**config.mk**
```make
export PLATFORM = sky130hd
export DESIGN_NAME = scr1_imem_branch_tracer
export DESIGN_NICKNAME = d
export VERILOG_FILES = /design/src/rtl/scr1_imem_branch_tracer.sv
export SDC_FILE = /design/constraint.sdc
export NUM_CORES = 1
export LEC_CHECK = 0
export CAP_MARGIN = 20
export CELL_PAD_IN_SITES_DETAIL_PLACEMENT = 0
export CELL_PAD_IN_SITES_GLOBAL_PLACEMENT = 1
export CORE_UTILIZATION = 40
export CTS_BUF_LIST = sky130_fd_sc_hd__clkbuf_4 sky130_fd_sc_hd__clkbuf_8
export CTS_CLUSTER_DIAMETER = 120
export DETAILED_ROUTE_END_ITERATION = 7
export GPL_TIMING_DRIVEN = 1
export PLACE_DENSITY_LB_ADDON = 0.1
export SYNTH_ARGS = -nofsm -noshare
export SYNTH_HDL_FRONTEND = slang
export SYNTH_SLANG_ARGS = --single-unit
```
**constraint.sdc**
```tcl
create_clock -name clk -period 4.2 [get_ports clk]
set_input_delay 1.26 -clock clk [delete_from_list [all_inputs] [get_ports clk]]
set_output_delay 1.26 -clock clk [all_outputs]
set_load 0.02 [all_outputs]
```
**src/rtl/scr1_imem_branch_tracer.sv**
```systemverilog
// Pairs accepted imem fetches with their in-order responses and traces conditional branches.
// Latency: record, counters and pend_cnt register one cycle after the response/transfer; never backpressures the bus.
module scr1_imem_branch_tracer #(
    parameter int DEPTH = 4,
    parameter int CNT_W = 32
) (
    input  logic                     clk,
    input  logic                     rst,
    input  logic                     imem_req,
    input  logic                     imem_req_ack,
    input  logic [31:0]              imem_addr,
    input  logic [1:0]               imem_resp,
    input  logic [31:0]              imem_rdata,
    input  logic                     cnt_clr,
    output logic                     br_vld,
    output logic [31:0]              br_addr,
    output logic [31:0]              br_instr,
    output logic [1:0]               br_kind,
    output logic [CNT_W-1:0]         beq_cnt,
    output logic [CNT_W-1:0]         bne_cnt,
    output logic [CNT_W-1:0]         blt_cnt,
    output logic [CNT_W-1:0]         bltu_cnt,
    output logic [CNT_W-1:0]         err_cnt,
    output logic [$clog2(DEPTH):0]   pend_cnt,
    output logic                     proto_err
);

    localparam int AW = $clog2(DEPTH);

    logic [31:0]      mem_q [DEPTH];
    logic [AW-1:0]    wr_ptr_q, wr_ptr_d;
    logic [AW-1:0]    rd_ptr_q, rd_ptr_d;
    logic [AW:0]      pend_q, pend_d;
    logic             br_vld_q, br_vld_d;
    logic [31:0]      br_addr_q, br_addr_d;
    logic [31:0]      br_instr_q, br_instr_d;
    logic [1:0]       br_kind_q, br_kind_d;
    logic [CNT_W-1:0] beq_q, beq_d, bne_q, bne_d, blt_q, blt_d, bltu_q, bltu_d, err_q, err_d;
    logic             proto_err_q, proto_err_d;

    logic       xfer, resp_any, fifo_empty, fifo_full, push, pop, violation;
    logic       resp_ok, resp_err, is_branch, rec;
    logic [2:0] funct3;
    logic [1:0] kind;

    function automatic logic [CNT_W-1:0] sat_inc(input logic [CNT_W-1:0] v);
        return (&v) ? v : v + CNT_W'(1);
    endfunction

    always_comb begin
        xfer       = imem_req & imem_req_ack;
        resp_any   = (imem_resp != 2'b00);
        fifo_empty = (pend_q == '0);
        fifo_full  = (pend_q == (AW+1)'(DEPTH));
        pop        = resp_any & ~fifo_empty;
        // A full FIFO still accepts a push when the head leaves in the same cycle.
        push       = xfer & (~fifo_full | pop);
        violation  = (resp_any & fifo_empty) | (xfer & fifo_full & ~pop);

        funct3    = imem_rdata[14:12];
        is_branch = (imem_rdata[6:0] == 7'b1100011) && (funct3[2:1] != 2'b01);
        kind      = {funct3[2], funct3[2] ? funct3[1] : funct3[0]};
        resp_ok   = pop & (imem_resp == 2'b01);
        resp_err  = pop & imem_resp[1];
        rec       = resp_ok & is_branch;

        wr_ptr_d = push ? wr_ptr_q + AW'(1) : wr_ptr_q;
        rd_ptr_d = pop  ? rd_ptr_q + AW'(1) : rd_ptr_q;
        case ({push, pop})
            2'b10:   pend_d = pend_q + (AW+1)'(1);
            2'b01:   pend_d = pend_q - (AW+1)'(1);
            default: pend_d = pend_q;
        endcase

        br_vld_d   = rec;
        br_addr_d  = rec ? mem_q[rd_ptr_q] : br_addr_q;
        br_instr_d = rec ? imem_rdata      : br_instr_q;
        br_kind_d  = rec ? kind            : br_kind_q;

        beq_d  = (rec && kind == 2'b00) ? sat_inc(beq_q)  : beq_q;
        bne_d  = (rec && kind == 2'b01) ? sat_inc(bne_q)  : bne_q;
        blt_d  = (rec && kind == 2'b10) ? sat_inc(blt_q)  : blt_q;
        bltu_d = (rec && kind == 2'b11) ? sat_inc(bltu_q) : bltu_q;
        err_d  = resp_err ? sat_inc(err_q) : err_q;
        proto_err_d = proto_err_q | violation;
        if (cnt_clr) begin
            beq_d       = '0;
            bne_d       = '0;
            blt_d       = '0;
            bltu_d      = '0;
            err_d       = '0;
            proto_err_d = 1'b0;
        end
    end

    // Address storage carries no reset; validity is tracked by the pointers.
    always_ff @(posedge clk) begin
        if (push && !rst) begin
            mem_q[wr_ptr_q] <= imem_addr;
        end
    end

    always_ff @(posedge clk) begin
        if (rst) begin
            wr_ptr_q    <= '0;
            rd_ptr_q    <= '0;
            pend_q      <= '0;
            br_vld_q    <= 1'b0;
            br_addr_q   <= '0;
            br_instr_q  <= '0;
            br_kind_q   <= '0;
            beq_q       <= '0;
            bne_q       <= '0;
            blt_q       <= '0;
            bltu_q      <= '0;
            err_q       <= '0;
            proto_err_q <= 1'b0;
        end else begin
            wr_ptr_q    <= wr_ptr_d;
            rd_ptr_q    <= rd_ptr_d;
            pend_q      <= pend_d;
            br_vld_q    <= br_vld_d;
            br_addr_q   <= br_addr_d;
            br_instr_q  <= br_instr_d;
            br_kind_q   <= br_kind_d;
            beq_q       <= beq_d;
            bne_q       <= bne_d;
            blt_q       <= blt_d;
            bltu_q      <= bltu_d;
            err_q       <= err_d;
            proto_err_q <= proto_err_d;
        end
    end

    assign br_vld    = br_vld_q;
    assign br_addr   = br_addr_q;
    assign br_instr  = br_instr_q;
    assign br_kind   = br_kind_q;
    assign beq_cnt   = beq_q;
    assign bne_cnt   = bne_q;
    assign blt_cnt   = blt_q;
    assign bltu_cnt  = bltu_q;
    assign err_cnt   = err_q;
    assign pend_cnt  = pend_q;
    assign proto_err = proto_err_q;

endmodule

```
==> run metrics <==
status=finished clean; max-cap violation count=0; met3 Use GR=5.83%; CP delay by family, top=simple AND/OR/NAND/NOR gates; min Tclk post-route=3.26 ns; Setup Slack @ Placement=0.290 ns; GRT Overall Usage=21.1%; Post-synth EDFFs=128; Core ar.=36900 sq um; die width=196 um; Leak Pwr=0.00651 uW; ratio of cells with drive above 1 in the final layout=10.6%; slew margin rel.=36.8%; CTS H-tree lvls=2; Clock Sinks=362; CP Data Arrival Time=3.84 ns; biggest area consumer among synthesized cells=dfxtp_1; Detailed Routing Iterations Pass 1=7; Final Cycle Share=77.7%; Routed WL=40.8 mm; clk root buf=clkbuf_8; Post-CTS Resized=0; Ports=302; Setup-failing EPs final=0; synth-to-layout area growth=33.5%; hold_buf cts=0; syn_nets=1541; Routed wire per std cell=17.4 um; CTS Buffer Depth=3; Cell Area, Placed=18800 sq um; Cell Area, Synth=15100 sq um; slowest cell on the critical path=or3_1; 1st-iter DRT viols=597; multi-input logic area=6240 sq um; Power Dens Cells=396 nW/um^2; Syn Area/Cell=10.3 sq um; share of the core filled with cells=54.7%; slack of the critical path=0.937 ns; largest net degree at the start of global routing=75; Distinct cells, synth=57; Sequential Area=8530 sq um; Clock Latency Late Sink=0.67 ns; Buf+Inv Stages, Crit Path=1; synthesis-stage register bit count=362; CTS tree=built; average vias per placed instance=5.16; transition time of the tightest slew-check pin=0.948 ns; final hold violation count=0; ys flop type=dfxtp_1; GRT met2 Usage=34.0%; global-route wire length before repair=64.0 mm; Port Buffers=301; Setup CP Type=primary input to flip-flop; Async SR Flop Fraction=0%; hpwl dp=27.4 mm; initial antenna violation count=1; post-CTS setup buffers=0; Most Crowded Layer GR=met2; clock skew=0.0330 ns; Placer Congestion=0.834; fill count=3284; Routed Antenna Nets=0; Area contributors post-synth=dfxtp_1 (31%), edfxtp_1 (25%), nand2_1 (4.8%); via count=12077; Final Instance Area=20200 sq um; CP Max Fanout=11; total grt overflow=0; share of the synthesized area in the top cell type=31.0%; CTS buffer count=60; Die Height=196 um; type of the worst min-delay path=flip-flop to flip-flop; Final Slew Violations=0; Reg clk slew, reported paths=0.06 ns; nets=1871; GRT met1 Usage=27.6%; setup TNS=0 ns; Starting Density=41.0%; IR drop worst, VDD=0.000318 V; Cell Chain, Critical Path=clkdlybuf4s50_1 -> nand4bb_4 -> or3_1 -> or3_4 -> or3_4 -> or4_1 -> a21oi_1; most used cell, CP=or3_4; Ys Warns=0; DIE AREA=38500 sq um; Critical Path RT=4.78 ns; # DRC=0; Worst setup EP type=flip-flop; # rows=70; crit start category=primary input; Syn Inst Count=1460; unrepaired setup endpoints after global routing=false; CP max stage delay=0.52 ns; sequential share of the synthesized area=56.5%; number of global-route vias before repair=11764; Peak Freq=0.306 GHz
## worst register-to-register path, cell delays in order (launching register included)
cell and delay (ns):
dfxtp_1 0.42, and4_1 0.28, nand4_1 0.28, nor4_2 0.84
buf_4 0.33, nor2_1 0.12, xnor2_1 0.18, nor2_1 0.06
## logic make-up after synthesis
group | after synthesis | share of synthesized area, %
compound gates | 143 | 5.38
simple gates | 699 | 23.0
buf+inv | 91 | 2.37
xor+xnor | 121 | 7.02
mux | 34 | 4.91
flops | 362 | 56.5
fa+ha+maj | 10 | 0.878
## flip-flops by register name, summed over array words and instances, names as in the netlist
signal,cells
mem_q,128
beq_cnt,32
blt_cnt,32
bltu_cnt,32
bne_cnt,32
br_addr,32
br_instr,32
err_cnt,32
pend_cnt,3
rd_ptr_q,2
wr_ptr_q,2
br_kind,1
br_vld,1
proto_err,1
## report_power, final
group	total (uW)	switching (uW)	leakage (uW)	internal [uW]
logic	750	347	0.00276	403
registers	3810	134	0.00304	3670
clock network	3430	1440	0.000705	1980
total	7980	1930	0.00651	6060
## worst paths after layout
| kind | slack (ns) | from | to | depth (start not counted) |
|---|---|---|---|---|
| min reg2reg | 0.45 | br_instr[9] | br_instr[9] | 2 |
| max | 0.94 | imem_rdata[6] | blt_cnt[22] | 7 |
| max reg2reg | 1.53 | err_cnt[24] | err_cnt[0] | 7 |
| min | 0.45 | br_instr[9] | br_instr[9] | 2 |
## cells in the mapped netlist, types with 2 or more instances
cell      instances
nand4b_1          4
xnor2_1          58
a21oi_1          85
nor2b_1           2
or4_1            12
nand4_1          72
and3_1           26
and4_1           20
a31o_2            2
a41o_1            4
o21ai_0          24
o31ai_1           2
dfxtp_1         234
nand2_1         194
edfxtp_1        128
o31a_1            2
mux4_2           32
nor4_1           27
or3_1            25
inv_1            17
buf_2             4
nor3b_1           5
ha_1              9
nand3_1          69
clkbuf_1         60
a31oi_1           6
buf_1             8
a211oi_1          4
nand2b_1          2
nor2_1          173
nor4b_1           3
and2_1           16
or3_4             2
or2_2             4
o211ai_1          7
nor3_1           35
xor2_1           63
## metrics by stage
stage | total power [uW] | cells | hold WS [ns]
floorplan | 4340 | 1460 | 0.535
global placement | 4650 | 2232 | 0.442
detailed placement | 4650 | 2232 | 0.446
CTS | 8100 | 2341 | 0.455
global route | 8320 | 2342 | 0.477
finish | 7980 | 2342 | 0.453
## layout make-up
cell class | instances | share of cell area [%]
flip-flops and latches | 362 | 42.3
diodes | 1 | 0.0124
clock buffers | 85 | 5.18
multi-input cells | 1007 | 30.9
well taps | 504 | 3.13
repair buffers | 342 | 16.7
inverters | 17 | 0.317
clock inverters | 24 | 1.41
## per-layer routing
| layer | vias up | wire (um) | share of wire [%] |
|---|---|---|---|
| li1 | 5909 | - | - |
| met1 | 5800 | 18400 | 45 |
| met2 | 317 | 18800 | 46 |
| met3 | 51 | 2880 | 7.1 |
| met4 | 0 | 677 | 1.7 |
| met5 | - | 0 | 0 |
## placed cells by master, fill, tap and decap left out, types with 9 or more instances in the layout
master / synthesis / final
xor2_1: 63 / 63
edfxtp_1: 128 / 128
clkdlybuf4s50_1: 0 / 300
a21oi_1: 85 / 85
nor3_1: 35 / 35
nor2_1: 173 / 171
nand2_1: 194 / 193
buf_4: 1 / 37
dfxtp_1: 234 / 233
ha_1: 9 / 9
nand3_1: 69 / 69
clkbuf_8: 0 / 65
xnor2_1: 58 / 58
nand4_1: 72 / 72
and2_1: 16 / 16
and4_1: 20 / 20
clkbuf_4: 0 / 20
and3_1: 26 / 26
inv_1: 17 / 17
or4_1: 12 / 12
o21ai_0: 24 / 24
or3_1: 25 / 25
clkinv_2: 0 / 9
mux4_2: 32 / 32
nor4_1: 27 / 26
No activity file was read; power rests on OpenSTA's default activity.
